### config.mk
export PLATFORM = sky130hd
export DESIGN_NAME = card_lock_sequencer
export DESIGN_NICKNAME = d
export VERILOG_FILES = /design/src/rtl/card_seq_pkg.sv /design/src/rtl/seq_phase_timer.sv /design/src/rtl/card_lock_sequencer.sv
export SDC_FILE = /design/constraint.sdc
export NUM_CORES = 1
export LEC_CHECK = 0
export BUFFER_PORTS_ARGS = -buffer_cell sky130_fd_sc_hd__buf_2
export CORE_ASPECT_RATIO = 1.5
export CORE_MARGIN = 2
export CORE_UTILIZATION = 35
export CTS_CLUSTER_SIZE = 16
export DETAILED_ROUTE_END_ITERATION = 16
export PLACE_DENSITY = 0.62
export SKIP_CTS_REPAIR_TIMING = 1
export SKIP_LAST_GASP = 1
export SLEW_MARGIN = 30
export SYNTH_ARGS = -nofsm -noshare
export SYNTH_HDL_FRONTEND = slang
export SYNTH_SLANG_ARGS = --single-unit
### constraint.sdc
create_clock -name CLOCK_27 -period 3.92 [get_ports CLOCK_27]
set_input_delay 0.588 -clock CLOCK_27 [delete_from_list [all_inputs] [get_ports CLOCK_27]]
set_output_delay 0.588 -clock CLOCK_27 [all_outputs]
set_load 0.1 [all_outputs]
### src/rtl/card_seq_pkg.sv
// Shared types and defaults for the card lock sequencer: FSM state encoding,
// default phase lengths and the phase counter width helper.
package card_seq_pkg;

    localparam int PRESS_CYCLES_DEFAULT   = 4;
    localparam int GAP_CYCLES_DEFAULT     = 4;
    localparam int TIMEOUT_CYCLES_DEFAULT = 255;

    typedef enum logic [2:0] {
        IDLE      = 3'd0,
        LOAD      = 3'd1,
        PRESS0    = 3'd2,
        GAP0      = 3'd3,
        PRESS1    = 3'd4,
        GAP1      = 3'd5,
        WAIT_READ = 3'd6,
        DONE      = 3'd7
    } seq_state_e;

    // Bits needed to hold the longest phase length without wrapping.
    function automatic int phase_width(input int press, input int gap, input int timeout);
        int longest;
        longest = press;
        if (gap > longest) begin
            longest = gap;
        end
        if (timeout > longest) begin
            longest = timeout;
        end
        return $clog2(longest + 1);
    endfunction

endpackage

### src/rtl/seq_phase_timer.sv
// Loadable saturating down-counter; zero flags the last cycle of a phase.
module seq_phase_timer #(
    parameter int WIDTH = 8
) (
    input  logic             clk,
    input  logic             reset,
    input  logic             load,
    input  logic [WIDTH-1:0] load_value,
    output logic             zero
);

    logic [WIDTH-1:0] count_r;

    // Reload on request, otherwise count down and stick at zero.
    always_ff @(posedge clk or posedge reset) begin
        if (reset) begin
            count_r <= {WIDTH{1'b0}};
        end else if (load) begin
            count_r <= load_value;
        end else if (count_r != {WIDTH{1'b0}}) begin
            count_r <= count_r - WIDTH'(1);
        end else begin
            count_r <= count_r;
        end
    end

    assign zero = (count_r == {WIDTH{1'b0}});

endmodule

### src/rtl/card_lock_sequencer.sv
// Arbitrates two requesters onto a card lock, presses key_0 then key_1,
// then waits for the card read (or a timeout) and reports the result.
module card_lock_sequencer
    import card_seq_pkg::*;
#(
    parameter int PRESS_CYCLES   = PRESS_CYCLES_DEFAULT,
    parameter int GAP_CYCLES     = GAP_CYCLES_DEFAULT,
    parameter int TIMEOUT_CYCLES = TIMEOUT_CYCLES_DEFAULT
) (
    input  logic        CLOCK_27,
    input  logic        reset,
    input  logic [1:0]  req,
    input  logic [15:0] code0,
    input  logic [15:0] code1,
    input  logic [1:0]  type0,
    input  logic [1:0]  type1,
    input  logic        card_read,
    input  logic        trip,
    output logic        key_0,
    output logic        key_1,
    output logic [15:0] entry_code,
    output logic [1:0]  card_type,
    output logic [1:0]  gnt,
    output logic [1:0]  done,
    output logic        result_trip,
    output logic        result_timeout,
    output logic        busy
);

    localparam int PW = phase_width(PRESS_CYCLES, GAP_CYCLES, TIMEOUT_CYCLES);
    // The timer holds (length - 1) so that zero marks the final cycle of a phase.
    localparam logic [PW-1:0] PRESS_LOAD   = PW'(PRESS_CYCLES - 1);
    localparam logic [PW-1:0] GAP_LOAD     = PW'(GAP_CYCLES - 1);
    localparam logic [PW-1:0] TIMEOUT_LOAD = PW'(TIMEOUT_CYCLES - 1);

    seq_state_e     state_r;
    seq_state_e     state_next_s;
    logic           last_r;
    logic           winner_s;
    logic           timer_load_s;
    logic [PW-1:0]  timer_value_s;
    logic           timer_zero_s;

    seq_phase_timer #(
        .WIDTH (PW)
    ) u_timer (
        .clk        (CLOCK_27),
        .reset      (reset),
        .load       (timer_load_s),
        .load_value (timer_value_s),
        .zero       (timer_zero_s)
    );

    // Round-robin pick: a lone requester wins, otherwise the one not served last.
    always_comb begin
        winner_s = 1'b0;
        if (req == 2'b11) begin
            winner_s = ~last_r;
        end else begin
            winner_s = req[1];
        end
    end

    // Next-state logic and phase timer reload on every state change.
    always_comb begin
        state_next_s  = state_r;
        timer_value_s = {PW{1'b0}};
        case (state_r)
            IDLE:      state_next_s = (req != 2'b00) ? LOAD : IDLE;
            LOAD:      state_next_s = PRESS0;
            PRESS0:    state_next_s = timer_zero_s ? GAP0 : PRESS0;
            GAP0:      state_next_s = timer_zero_s ? PRESS1 : GAP0;
            PRESS1:    state_next_s = timer_zero_s ? GAP1 : PRESS1;
            GAP1:      state_next_s = timer_zero_s ? WAIT_READ : GAP1;
            WAIT_READ: state_next_s = (card_read || timer_zero_s) ? DONE : WAIT_READ;
            DONE:      state_next_s = IDLE;
            default:   state_next_s = IDLE;
        endcase
        case (state_next_s)
            PRESS0, PRESS1: timer_value_s = PRESS_LOAD;
            GAP0, GAP1:     timer_value_s = GAP_LOAD;
            WAIT_READ:      timer_value_s = TIMEOUT_LOAD;
            default:        timer_value_s = {PW{1'b0}};
        endcase
        timer_load_s = (state_next_s != state_r);
    end

    // State register and registered outputs derived from the next state.
    always_ff @(posedge CLOCK_27 or posedge reset) begin
        if (reset) begin
            state_r        <= IDLE;
            key_0          <= 1'b1;
            key_1          <= 1'b1;
            entry_code     <= 16'h0000;
            card_type      <= 2'b00;
            gnt            <= 2'b00;
            done           <= 2'b00;
            result_trip    <= 1'b0;
            result_timeout <= 1'b0;
            busy           <= 1'b0;
            last_r         <= 1'b1;
        end else begin
            state_r <= state_next_s;
            key_0   <= (state_next_s != PRESS0);
            key_1   <= (state_next_s != PRESS1);
            busy    <= (state_next_s != IDLE);
            done    <= (state_next_s == DONE) ? gnt : 2'b00;
            if (state_r == IDLE && state_next_s == LOAD) begin
                gnt            <= winner_s ? 2'b10 : 2'b01;
                entry_code     <= winner_s ? code1 : code0;
                card_type      <= winner_s ? type1 : type0;
                result_trip    <= 1'b0;
                result_timeout <= 1'b0;
            end else if (state_r == DONE) begin
                gnt    <= 2'b00;
                last_r <= gnt[1];
            end else if (state_r == WAIT_READ && state_next_s == DONE) begin
                // A read on the expiring cycle still counts as a read.
                result_trip    <= card_read & trip;
                result_timeout <= ~card_read;
            end
        end
    end

endmodule

---- After elaboration in Yosys (flattened, before gate mapping) ----
Cells that the tools add are included.
storage, ports and cells
  register bits after elaboration ......... 39
  input port bits ......................... 42
  logic and storage cells ................. 73
operators by class
  add/sub/neg operators ................... 1
  eq/ne operators ......................... 19
  multiplexer cells ....................... 23
  bitwise gates (word level) .............. 4
  reductions and logical operators ........ 14
operators by type and width
  kind                                                                    number
  3-bit equality test (second input constant)                             8
  3-bit one-hot mux with 8 select lines                                   1
  16-bit two-way mux                                                      1
  8-bit two-way mux                                                       2
  8-bit one-hot mux with 2 select lines                                   1
  3-bit by 2-bit equality test with 1-bit output (second input constant)  4
  2-bit two-way mux                                                       6
  1-bit two-way mux                                                       11
  8-bit logical NOT                                                       1
  2-bit nonzero test                                                      4
  8-bit nonzero test                                                      1
  8-bit by 1-bit subtractor with 8-bit output (second input constant)     1
  3-bit by 1-bit equality test with 1-bit output (second input constant)  2
  2-bit AND reduction                                                     2
  4-bit OR reduction                                                      1
  3-bit logical NOT                                                       1
  3-bit two-way mux                                                       1
  3-bit by 2-bit != test with 1-bit output (second input constant)        1
  3-bit != test                                                           1
  3-bit != test (second input constant)                                   1
  1-bit NOT                                                               3
  3-bit nonzero test                                                      1
  2-bit equality test (second input constant)                             1
  1-bit logical AND                                                       2
  other kinds (3)                                                         3

---- Depth between registers and ports, before layout ----
Gate-level depths: netlist (run 1).
  depth in word-level cells ............... 9
  depth in mapped cells ................... 7
  depth with buffers taken out ............ 6

---- Modules after synthesis ----
A second synthesis (run 1) with hierarchy kept.
unflattened totals
  cell total of the unflattened synthesis .. 190
  area total of the unflattened synthesis .. 2,199.6 um2
by module, submodules not included
  module               instances  cells each  area each (um2)  sequential area each (um2)
  card_lock_sequencer  1          134         1,702.9          779.5
  seq_phase_timer      1          56          496.7            200.2

---- Worst setup path after synthesis (run 1) ----
No wires, ideal clock.
  path kind ............................... register -> register
  start ................................... register u_timer.count_r[0]
  end ..................................... register state_r[1]
  setup time .............................. 121 ps
  data arrival time ....................... 1,683 ps
  required time ........................... 3,799 ps
  slack ................................... 2,116 ps
  cell stages (with the launch flop) ...... 8
  buffers on the path ..................... 1
  path through ............................ dfrtp_1 > inv_1 > ha_1 > or3b_1 > clkbuf_1 > nor2_1 > o21ai_0 > a22o_1
on the way
  cells in the longest elaborated chain, start to end .. 3
RTL lines
  element                                                 line                                                  RTL
  from (decl)                                             seq_phase_timer.sv:12                                 logic [WIDTH-1:0] count_r;
  from (signal assigned)                                  seq_phase_timer.sv:17                                 count_r <= {WIDTH{1'b0}};
  from (signal assigned)                                  seq_phase_timer.sv:19                                 count_r <= load_value;
  from (signal assigned)                                  seq_phase_timer.sv:21                                 count_r <= count_r - WIDTH'(1);
  8-bit logical NOT (*)                                   seq_phase_timer.sv:27                                 assign zero = (count_r == {WIDTH{1'b0}});
  2-bit two-way mux or 3-bit two-way mux (tied branches)  card_lock_sequencer.sv:74, card_lock_sequencer.sv:72
  3-bit one-hot mux with 8 select lines (*)               card_lock_sequencer.sv:68                             case (state_r)
  net state_next_s[1]                                     card_lock_sequencer.sv:37                             seq_state_e state_next_s;
  to (signal assigned)                                    card_lock_sequencer.sv:103                            state_r <= state_next_s;
  to (decl)                                               card_lock_sequencer.sv:36                             seq_state_e state_r;
The timed path passes the listed nets; every way through them passes the cells marked *.
A chain may end at the register's enable or synchronous reset.

---- Final worst setup path (run 1) ----
  start ................................... register state_r[1]
  end ..................................... register entry_code[13]
on the way
  cells in the longest elaborated chain, start to end .. 4
RTL lines
  element                                         line                        RTL
  3-bit equality test (tied with other cells)     card_lock_sequencer.sv:68
  3-bit one-hot mux with 8 select lines           card_lock_sequencer.sv:68
  3-bit by 1-bit equality test with 1-bit output  card_lock_sequencer.sv:108  if (state_r == IDLE && state_next_s == LOAD) begin
  1-bit logical AND (*)                           card_lock_sequencer.sv:108
  to (signal assigned)                            card_lock_sequencer.sv:110  entry_code <= winner_s ? code1 : code0;
  to (decl)                                       card_lock_sequencer.sv:21   output logic [15:0] entry_code,
Every way passes the cells marked *; elsewhere a longest branch is shown, timed or not.

==> summary.txt, run 1 <==
Outcome
  – Outcome: finished, final reports clean

Synth
  – Syn Area/Cell: 9.873 um2
  – Library cells used by synthesis: 46
  – Ys async rst share: 100.0%
  – Count of flip-flops with a built-in enable after synthesis: 0
  – Simple-gate share of the synthesized area: 16.08%
  – Main combinational cell family by area after synthesis: compound AO/OA/AOI/OAI gates
  – Synth Flop Type: dfrtp_1
  – Synth Area in XOR/XNOR: 0.4414%
  – Synth Cell Area: 0.001984 mm2
  – Net Count, Synth: 244
  – Synth Instances: 201
  – Flop and latch count out of synthesis: 39
  – Synth Area in Adders: 0.6305%
  – YS warnings: 0
  – Mux cell area share after synthesis: 10.66%
  – Post-synthesis compound-gate area fraction: 18.66%
  – Sequential area share after synthesis: 49.37%

Floorplan
  – Std-Cell Core Area: 0.005492 mm2
  – Row count: 33
  – Die height: 96.22 um
  – Initial Util: 36.14%
  – Die Wd: 65.48 um
  – Die area: 0.006300 mm2
  – Ports: 69

Critical path
  – Critical path data arrival time: 2.48 ns
  – CP Class: reg -> reg
  – Critical path launch point type: flop
  – Setup crit end kind: flop
  – Crit path required time: 4.13 ns
  – Worst-path fanout max: 21

Global routing
  – Initial antenna violation count: 0
  – GRT overflow: 0
  – Largest net degree at the start of global routing: 40
  – Tot GR Track Use: 15.15%
  – Vias in the first global route: 1600
  – First-pass GRT wire length: 7286 um

Timing
  – Fin crit share: 57.86%
  – Total Neg Setup Slack: 0 ns
  – RSZ-0062 raised after global routing: no
  – Final Critical Period: 2.268 ns
  – Clock Skews: 0.004591 ns
  – Hold Vio Cnt, Final: 0
  – Setup violators final: 0
  – Slew Viols, Final: 0
  – F_max: 440.9 MHz
  – Slew at the pin closest to its max-slew limit: 0.7261 ns
  – Relative slew slack: 51.44%

Finish
  – Multi-input logic area: 932.1 um2
  – Register area: 979.7 um2
  – N_diodes: 0
  – Commonest non-fill, non-tap cell in the layout: buf_2
  – NumNets Final: 309
  – Most frequent cells in the layout: buf_2, dfrtp_1, nor2_1, a21oi_1, mux2i_1
  – Layout cell share with drive strength beyond 1: 32.96%
  – # fillers: 566
  – Layout Area Growth over Synthesis: 24.28%

CTS
  – Total CTS buffers: 5
  – CTS tree: built
  – Reg clk slew, reported paths: 0.08 ns
  – Skew-Pair Late Insertion Delay: 0.29 ns
  – Clock root cell: clkbuf_8
  – H-tree depth: 2
  – Clock tree buffer depth: 2
  – Clock sinks: 39

Flow run
  – # Max-Cap Violations: 0

Route
  – Avg WL per Cell: 13.49 um
  – Antenna viol nets, final: 0
  – Final wirelength: 4546 um
  – DRC violations left: 0
  – Vias: 1712
  – Vias/cell: 5.080
  – First-pass iteration count of the detailed router: 4
  – Drt first-iter violations: 49

Place
  – Gp weighted congestion: 0.7915
  – Detailed placement HPWL: 3326 um
  – Port bufs: 68

Min path
  – Hold Path Class: in -> async
==> layout make-up <==
type / count / share of cell area (%)
inverter: 5 / 0.7610
clock buffer: 6 / 2.943
clock inverter: 2 / 0.5074
sequential: 39 / 39.73
tap: 70 / 3.551
timing repair buffer: 71 / 14.71
multi-input combinational: 144 / 37.80
==> sequential cells by signal, summed over array words and instances, names as in the netlist <==
| name | count |
|---|---|
| entry_code | 16 |
| u_timer.count_r | 8 |
| done | 2 |
| gnt | 2 |
| key_0 | 1 |
| state_r | 3 |
| busy | 1 |
| result_timeout | 1 |
| result_trip | 1 |
| key_1 | 1 |
| card_type | 2 |
| last_r | 1 |
==> kinds of logic (layout without fill, tap and decap cells) <==
family	Yosys count	in the layout
compound gates	58	58
mux	21	21
xor+xnor	1	1
flops	39	39
buf+inv	18	84
simple gates	63	63
fa+ha+maj	1	1
==> final timing paths <==
check                                                   to  slack, ns  depth (start not counted)            startpoint
max in group asynchronous                  key_0$_DFF_PP1_       3.16                          3                 reset
worst min register to register           done[0]$_DFF_PP0_       0.51                          1    gnt[0]$_DFFE_PP0P_
min in group CLOCK_27                    done[0]$_DFF_PP0_       0.51                          1    gnt[0]$_DFFE_PP0P_
worst max-delay path            entry_code[13]$_DFFE_PP0P_       1.65                          5  state_r[1]$_DFF_PP0_
worst max register to register  entry_code[13]$_DFFE_PP0P_       1.65                          5  state_r[1]$_DFF_PP0_
worst min-delay path             entry_code[8]$_DFFE_PP0P_       0.39                          3                 reset
==> synthesized netlist by cell type (all sizes together) (2+ instances only) <==
master  count  area share, %
and3        2           0.63
o21ai       6            1.5
or4         3            1.3
a21o        2           0.76
a211o       2           0.88
nor3        5            1.5
buf         7            2.1
nor2b       2           0.63
o221ai      2           0.88
a21oi      29            7.3
o22ai       2           0.63
mux2i      20             10
a31oi       2           0.63
inv         5           0.95
dfrtp      36             45
nor2       29            5.5
clkbuf      6            1.1
dfstp       3            4.0
nand3       2           0.50
nor4        4            2.0
and2        3           0.95
nand2      10            1.9
==> per-layer routing <==
layer	vias to the layer above	track usage, %	share of wire [%]
li1	846	-	-
met1	807	16.27	40
met2	53	28.32	53
met3	6	3.275	4.9
met4	0	6.250	1.9
met5	-	0	0
==> worst max-delay path: stages (launching register included) <==
cell and delay [ns]:
dfrtp_1 0.58, or2_1 0.41, nor3_4 0.64, buf_4 0.35, nor2_1 0.06, a21oi_1 0.13
==> metrics by stage <==
step	hold WS, ns	instance area [um2]	util [%]	instances	setup slack [ns]
after floorplan	0.5645	1984	-	201	2.116
final	0.3890	2466	44.91	337	1.652
after detailed placement	0.4976	2381	43.36	329	1.659
after global routing	0.4531	2466	44.91	337	1.459
after CTS	0.4134	2466	44.91	337	1.661
after global placement	0.4936	2381	43.36	329	1.754
Power of run 1 is left out: the tool's default activity adds up to more than one toggle a clock period on the data nets, which glitch-free logic cannot reach.
==> run 2: changes to the inputs <==
- ABC_AREA: unset -> 1
- clock period: 3.92 -> 2.3 ns (I/O delays scaled with it)
==> run 2 against run 1 <==
Against the previous run: flip-flop and latch count stayed put; first-iteration DRC count rose by 20%; critical path depth is 9 higher; die area rose by 2.2%; clock-buffer cell count decreased by 1; cell count rose by 15%; synthesized area up 2.3%; via count up 3.4%; register-to-register slack worse by 1.4 ns; clock skew increased by 0.0029 ns; critical path type unchanged; highest routed layer unchanged.
==> summary.txt, run 2 <==
Outcome
  – Outcome: finished, final reports clean

Critical path
  – Worst path max stage delay: 0.41 ns (-0.23 ns)
  – CP cell instances: inv_1 > ha_1 > nand2_1 > inv_1 > nand2_1 > o21ai_1 > nand3_2 > nand2_4 > inv_6 > nand2_8 > nor2_8 > buf_4 > nand2_1 > nand3_1
  – Most used cell, CP: nand2_1
  – Setup crit end kind: flop
  – Slowest CP cell: dfrtp_1
  – Critical path launch point type: flop
  – Critical path data arrival time: 2.27 ns (-0.21 ns)
  – Worst-path fanout max: 25 (+19%)
  – CP Class: reg -> reg
  – Crit path required time: 2.48 ns (-1.65 ns)

Timing
  – F_max: 479.2 MHz (+8.7%)
  – Fin crit share: 90.74% (+33 points)
  – Setup violators final: 0 (unchanged)
  – Final Critical Period: 2.087 ns (-0.1812 ns)
  – Hold Vio Cnt, Final: 0 (unchanged)
  – Slew at the pin closest to its max-slew limit: 0.4822 ns (-0.2438 ns)
  – Total Neg Setup Slack: 0 ns (unchanged)
  – Relative slew slack: 67.51% (+16 points)
  – Clock Skews: 0.007510 ns (+0.002920 ns)
  – Slew Viols, Final: 0 (unchanged)

Global routing
  – Vias in the first global route: 1777 (+11%)
  – GRT overflow: 0 (unchanged)
  – Tot GR Track Use: 15.55% (+0.40 points)
  – First-pass GRT wire length: 7893 um (+8.3%)
  – Initial antenna violation count: 0 (unchanged)
  – Largest net degree at the start of global routing: 40 (unchanged)

Place
  – Port bufs: 68 (unchanged)
  – Detailed placement HPWL: 3514 um (+5.7%)
  – Placed insts: 377 (+15%)
  – Gp weighted congestion: 0.8337 (+5.3%)

Route
  – Vias: 1771 (+3.4%)
  – Antenna viol nets, final: 0 (unchanged)
  – Avg WL per Cell: 11.88 um (-12%)
  – Drt first-iter violations: 59 (+20%)
  – Final wirelength: 4608 um (+1.4%)
  – Vias/cell: 4.564 (-10%)
  – DRC violations left: 0 (unchanged)
  – First-pass iteration count of the detailed router: 4 (unchanged)

CTS
  – Total CTS buffers: 5 (unchanged)
  – CTS tree: built
  – H-tree depth: 2 (unchanged)
  – Clock tree buffer depth: 2 (unchanged)
  – Clock root cell: clkbuf_8
  – Skew-Pair Late Insertion Delay: 0.29 ns (about the same)
  – Clock sinks: 39 (unchanged)
  – Reg clk slew, reported paths: 0.08 ns (about the same)

Synth
  – Synth Cell Area: 0.002031 mm2 (+2.3%)
  – Synth area leaders: dfrtp_1, nand2_1, nand3_2
  – Synth Instances: 240 (+19%)
  – Synth Flop Type: dfrtp_1
  – Flop and latch count out of synthesis: 39 (unchanged)
  – Commonest cells post-synth: nand2_1, dfrtp_1, inv_1, nand3_1, nor2_1
  – Syn Area/Cell: 8.461 um2 (-14%)
  – YS warnings: 0 (unchanged)
  – Count of flip-flops with a built-in enable after synthesis: 0 (unchanged)
  – Share of the synthesized area in the top cell type: 44.36% (-1.0 points)
  – Sequential area share after synthesis: 48.24% (-1.1 points)
  – Leading area contributor after synthesis: dfrtp_1
  – Ys async rst share: 100.0% (unchanged)
  – Top-count cell post-synth: nand2_1
  – Net Count, Synth: 283 (+16%)
  – Library cells used by synthesis: 30 (-35%)

Floorplan
  – Std-Cell Core Area: 0.005700 mm2 (+3.8%)
  – Die height: 97.29 um (+1.1%)
  – Ports: 69 (unchanged)
  – Initial Util: 35.62% (-0.51 points)
  – Die Wd: 66.20 um (+1.1%)
  – Die area: 0.006440 mm2 (+2.2%)
  – Row count: 34 (+3.0%)

Min path
  – Hold Path Class: in -> async

Flow run
  – # Max-Cap Violations: 0 (unchanged)

Finish
  – Biggest registers after layout: entry_code x16, u_timer.count_r x8, state_r x3
  – NumNets Final: 358 (+16%)
  – # fillers: 611 (+8.0%)
  – Most frequent cells in the layout: nand2_1, buf_2, dfrtp_1
  – Layout Area Growth over Synthesis: 28.28%
  – Layout cell share with drive strength beyond 1: 36.71% (+3.8 points)
  – Commonest non-fill, non-tap cell in the layout: nand2_1
  – Top reg by flops: entry_code
  – Non-filler cells, final: 388 (+15%)
  – N_diodes: 0 (unchanged)
  – Max FFs per register: 16 (unchanged)
==> run 2: changes by cell type after synthesis, moves of 6 or more <==
| cell | before | now |
|---|---|---|
| nand2_1 | 10 | 85 |
| nand3_1 | 2 | 16 |
| inv_1 | 5 | 21 |
| nor2_1 | 29 | 16 |
| clkbuf_1 | 6 | 0 |
| mux2i_1 | 20 | 0 |
| a21oi_1 | 29 | 3 |
| nand3_2 | 0 | 11 |
| nand2_2 | 0 | 11 |
==> run 2: routing by layer <==
metal / GRT usage, % / up-vias / part of all wire, %
met5: 0 / - / 0
met4: 5.495 / 0 / 1.8
met3: 4.751 / 8 / 7.0
met2: 26.54 / 65 / 51
met1: 17.93 / 794 / 40
li1: - / 904 / -
==> run 2: logic make-up (layout without fill, tap and decap cells) <==
family | after synthesis | count (layout) | synth area share [%]
and+or+nand+nor | 149 | 150 | 37.40
DFF | 39 | 39 | 48.24
buffers and inverters | 27 | 102 | 6.531
AOI/OAI and AO/OA | 18 | 18 | 4.621
xor gates and xnor gates | 6 | 6 | 2.588
adders and majority gates | 1 | 1 | 0.6160
==> run 2: worst paths after layout <==
| check | from | end | slack [ns] | cells past startpoint |
|---|---|---|---|---|
| max | u_timer.count_r[0]$_DFFE_PP0P_ | entry_code[7]$_DFFE_PP0P_ | 0.21 | 14 |
| min | reset | gnt[0]$_DFFE_PP0P_ | 0.15 | 3 |
| max reg2reg | u_timer.count_r[0]$_DFFE_PP0P_ | entry_code[7]$_DFFE_PP0P_ | 0.21 | 14 |
| min reg2reg | result_trip$_DFFE_PP0P_ | result_trip$_DFFE_PP0P_ | 0.50 | 2 |
| max in group asynchronous | reset | key_0$_DFF_PP1_ | 1.78 | 3 |
| min in group CLOCK_27 | code1[5] | entry_code[5]$_DFFE_PP0P_ | 0.25 | 3 |
==> run 2: layout make-up <==
type | instances | area (um2) | share of cell area, %
Tap cell | 72 | 90.09 | 3.458
Clock inverter | 3 | 67.56 | 2.594
Sequential cell | 39 | 979.7 | 37.61
Clock buffer | 5 | 68.82 | 2.642
Timing Repair Buffer | 71 | 375.4 | 14.41
Inverter | 23 | 91.34 | 3.506
Multi-Input combinational cell | 175 | 932.1 | 35.78
==> run 2: stage by stage <==
stage / utilization, % / hold slack, ns / setup slack [ns] / cell area (um2)
finish: 45.70 / 0.1526 / 0.2130 / 2605
detailed placement: 42.58 / 0.4814 / 0.1381 / 2427
global placement: 42.58 / 0.4646 / 0.2354 / 2427
CTS: 44.97 / 0.1792 / 0.1272 / 2564
global route: 45.70 / 0.2104 / -0.03377 / 2605
floorplan: - / 0.4535 / 0.5038 / 2031
==> run 2: critical path: cells and delay by family, from the launching register on <==
| kind | cells | cell delay, ns |
|---|---|---|
| fa+ha+maj | 1 | 0.23 |
| compound gates | 1 | 0.13 |
| flops | 1 | 0.41 |
| buf+inv | 4 | 0.35 |
| simple gates | 8 | 0.83 |
Power of run 2 is left out for the same reason.
==> run 3: changes to the inputs <==
- CORE_ASPECT_RATIO: 1.5 -> 0.6
- CORE_MARGIN: 2 -> unset
==> run 3 against run 2 <==
Against the previous run: non-clock buffer count shrank 1; sequential share of layout area rose by 0.22 points; flip-flop and latch count did not move; cell count is 1.8% higher; routed wire length is 0.76% lower; global-route usage shrank 0.67 points; cell area is 0.58% lower; critical path depth is 1 lower; first-iteration DRC count increased by 120%; worst hold slack improved by 0.0014 ns; maximum frequency shrank 0.31%; critical endpoint is now entry_code[9]$_DFFE_PP0P_; largest cell class unchanged.
==> summary.txt, run 3 (same netlist as run 2, synthesis figures left out) <==
Outcome
  – Outcome: finished, final reports clean

Floorplan
  – Initial Util: 36.46% (+0.83 points)
  – Die Wd: 100.3 um (+52%)
  – Std-Cell Core Area: 0.005570 mm2 (-2.3%)
  – Row count: 21 (-38%)
  – Die area: 0.006120 mm2 (-5.0%)
  – Die height: 61 um (-37%)
  – Ports: 69 (unchanged)

Critical path
  – Worst path buffer plus inverter count: 3 (-1)
  – Critical path launch point type: flop
  – Critical path data arrival time: 2.32 ns (+0.05 ns)
  – Setup crit end kind: flop
  – Crit path required time: 2.53 ns (+0.05 ns)
  – Largest delay share family, worst path: simple AND/OR/NAND/NOR gates
  – Worst path max stage delay: 0.41 ns (about the same)
  – Most used cell, CP: nand2_1
  – Slowest CP cell: dfrtp_1
  – CP cell instances: inv_1 > ha_1 > nand2_1 > nor2_2 > o21ai_1 > nand3_2 > nand2_4 > inv_6 > nand2_8 > nor2_8 > buf_12 > nand2_1 > nand3_1
  – CP Class: reg -> reg
  – Worst-path fanout max: 25 (unchanged)

Finish
  – Final core occ: 46.50% (+0.80 points)
  – Commonest non-fill, non-tap cell in the layout: nand2_1
  – N_diodes: 0 (unchanged)
  – Layout Area Growth over Synthesis: 27.54%
  – Most frequent cells in the layout: nand2_1, buf_2, dfrtp_1
  – Biggest registers after layout: entry_code x16, u_timer.count_r x8, state_r x3
  – Top reg by flops: entry_code
  – Layout cell share with drive strength beyond 1: 36.51% (-0.20 points)
  – Non-filler cells, final: 395 (+1.8%)
  – Max FFs per register: 16 (unchanged)
  – NumNets Final: 357 (-0.28%)

Route
  – DRC violations left: 0 (unchanged)
  – Antenna viol nets, final: 0 (unchanged)
  – Drt first-iter violations: 130 (+120%)
  – Avg WL per Cell: 11.58 um (-2.5%)
  – First-pass iteration count of the detailed router: 4 (unchanged)
  – Final wirelength: 4573 um (-0.76%)
  – Vias/cell: 4.453 (-2.4%)
  – Vias: 1759 (-0.68%)

CTS
  – H-tree depth: 2 (unchanged)
  – Total CTS buffers: 5 (unchanged)
  – Clock sinks: 39 (unchanged)
  – Clock tree buffer depth: 2 (unchanged)
  – Skew-Pair Late Insertion Delay: 0.29 ns (about the same)
  – Clock root cell: clkbuf_8
  – CTS tree: built
  – Reg clk slew, reported paths: 0.08 ns (about the same)

Global routing
  – Initial antenna violation count: 0 (unchanged)
  – Vias in the first global route: 1436 (-19%)
  – Largest net degree at the start of global routing: 40 (unchanged)
  – First-pass GRT wire length: 6920 um (-12%)
  – Tot GR Track Use: 14.88% (-0.67 points)
  – GRT overflow: 0 (unchanged)

Timing
  – Relative slew slack: 65.69% (-1.8 points)
  – Total Neg Setup Slack: 0 ns (unchanged)
  – Final Critical Period: 2.093 ns (+0.006424 ns)
  – RSZ-0062 raised after global routing: yes
  – Setup violators final: 0 (unchanged)
  – Fin crit share: 91.02% (+0.28 points)
  – F_max: 477.7 MHz (-0.31%)
  – Slew Viols, Final: 0 (unchanged)
  – Clock Skews: 0.007822 ns (+0.0003112 ns)
  – Slew at the pin closest to its max-slew limit: 0.5093 ns (+0.02705 ns)
  – Hold Vio Cnt, Final: 0 (unchanged)

Place
  – Placed insts: 385 (+2.1%)
  – Gp weighted congestion: 0.8430 (+1.1%)
  – Detailed placement HPWL: 3346 um (-4.8%)
  – Port bufs: 68 (unchanged)

Flow run
  – # Max-Cap Violations: 0 (unchanged)

Min path
  – Hold Path Class: in -> async
==> run 3: worst reg2reg max path: cells and delay by family, from the launching register on <==
| kind | cells | cell delay [ns] |
|---|---|---|
| AND/OR/NAND/NOR | 8 | 0.97 |
| flip-flops | 1 | 0.41 |
| buffers and inverters | 3 | 0.32 |
| adder cells (fa/ha/maj) | 1 | 0.22 |
| AO/OA/AOI/OAI | 1 | 0.10 |
==> run 3: per-stage QoR <==
stage          cell area, um2  hold WS [ns]  setup WS (ns)
2_1_floorplan            2031        0.4535         0.5038
3_3_place_gp             2437        0.4644         0.2263
3_5_place_dp             2437        0.4694         0.1849
4_1_cts                  2555        0.1759         0.1688
5_1_grt                  2590        0.2127       0.005359
6_report                 2590        0.1540         0.2066
==> run 3: path summary, 6_finish.rpt <==
path / from / endpoint / slack (ns) / depth (start not counted)
max: u_timer.count_r[0]$_DFFE_PP0P_ / entry_code[9]$_DFFE_PP0P_ / 0.21 / 13
min: reset / entry_code[11]$_DFFE_PP0P_ / 0.15 / 3
max reg2reg: u_timer.count_r[0]$_DFFE_PP0P_ / entry_code[9]$_DFFE_PP0P_ / 0.21 / 13
min reg2reg: result_timeout$_DFFE_PP0P_ / result_timeout$_DFFE_PP0P_ / 0.49 / 2
max in group asynchronous: reset / last_r$_DFFE_PP1P_ / 1.76 / 3
min in group CLOCK_27: code1[11] / entry_code[11]$_DFFE_PP0P_ / 0.25 / 3
==> run 3: routing by layer <==
metal | part of all wire (%) | GRT usage, %
met4 | 0.59 | 3.727
met2 | 36 | 16.34
met1 | 56 | 25.99
met3 | 7.2 | 3.802
met5 | 0 | 0
==> run 3: area by class of cell <==
| cell class | count | area, um2 |
|---|---|---|
| Sequential cell | 39 | 979.7 |
| Fill cell | 562 | 2980 |
| Inverter | 23 | 91.34 |
| Multi-Input combinational cell | 175 | 933.4 |
| Clock buffer | 6 | 82.58 |
| Clock inverter | 2 | 35.03 |
| Tap cell | 80 | 100.1 |
| Timing Repair Buffer | 70 | 367.9 |
Power of run 3 is left out for the same reason.
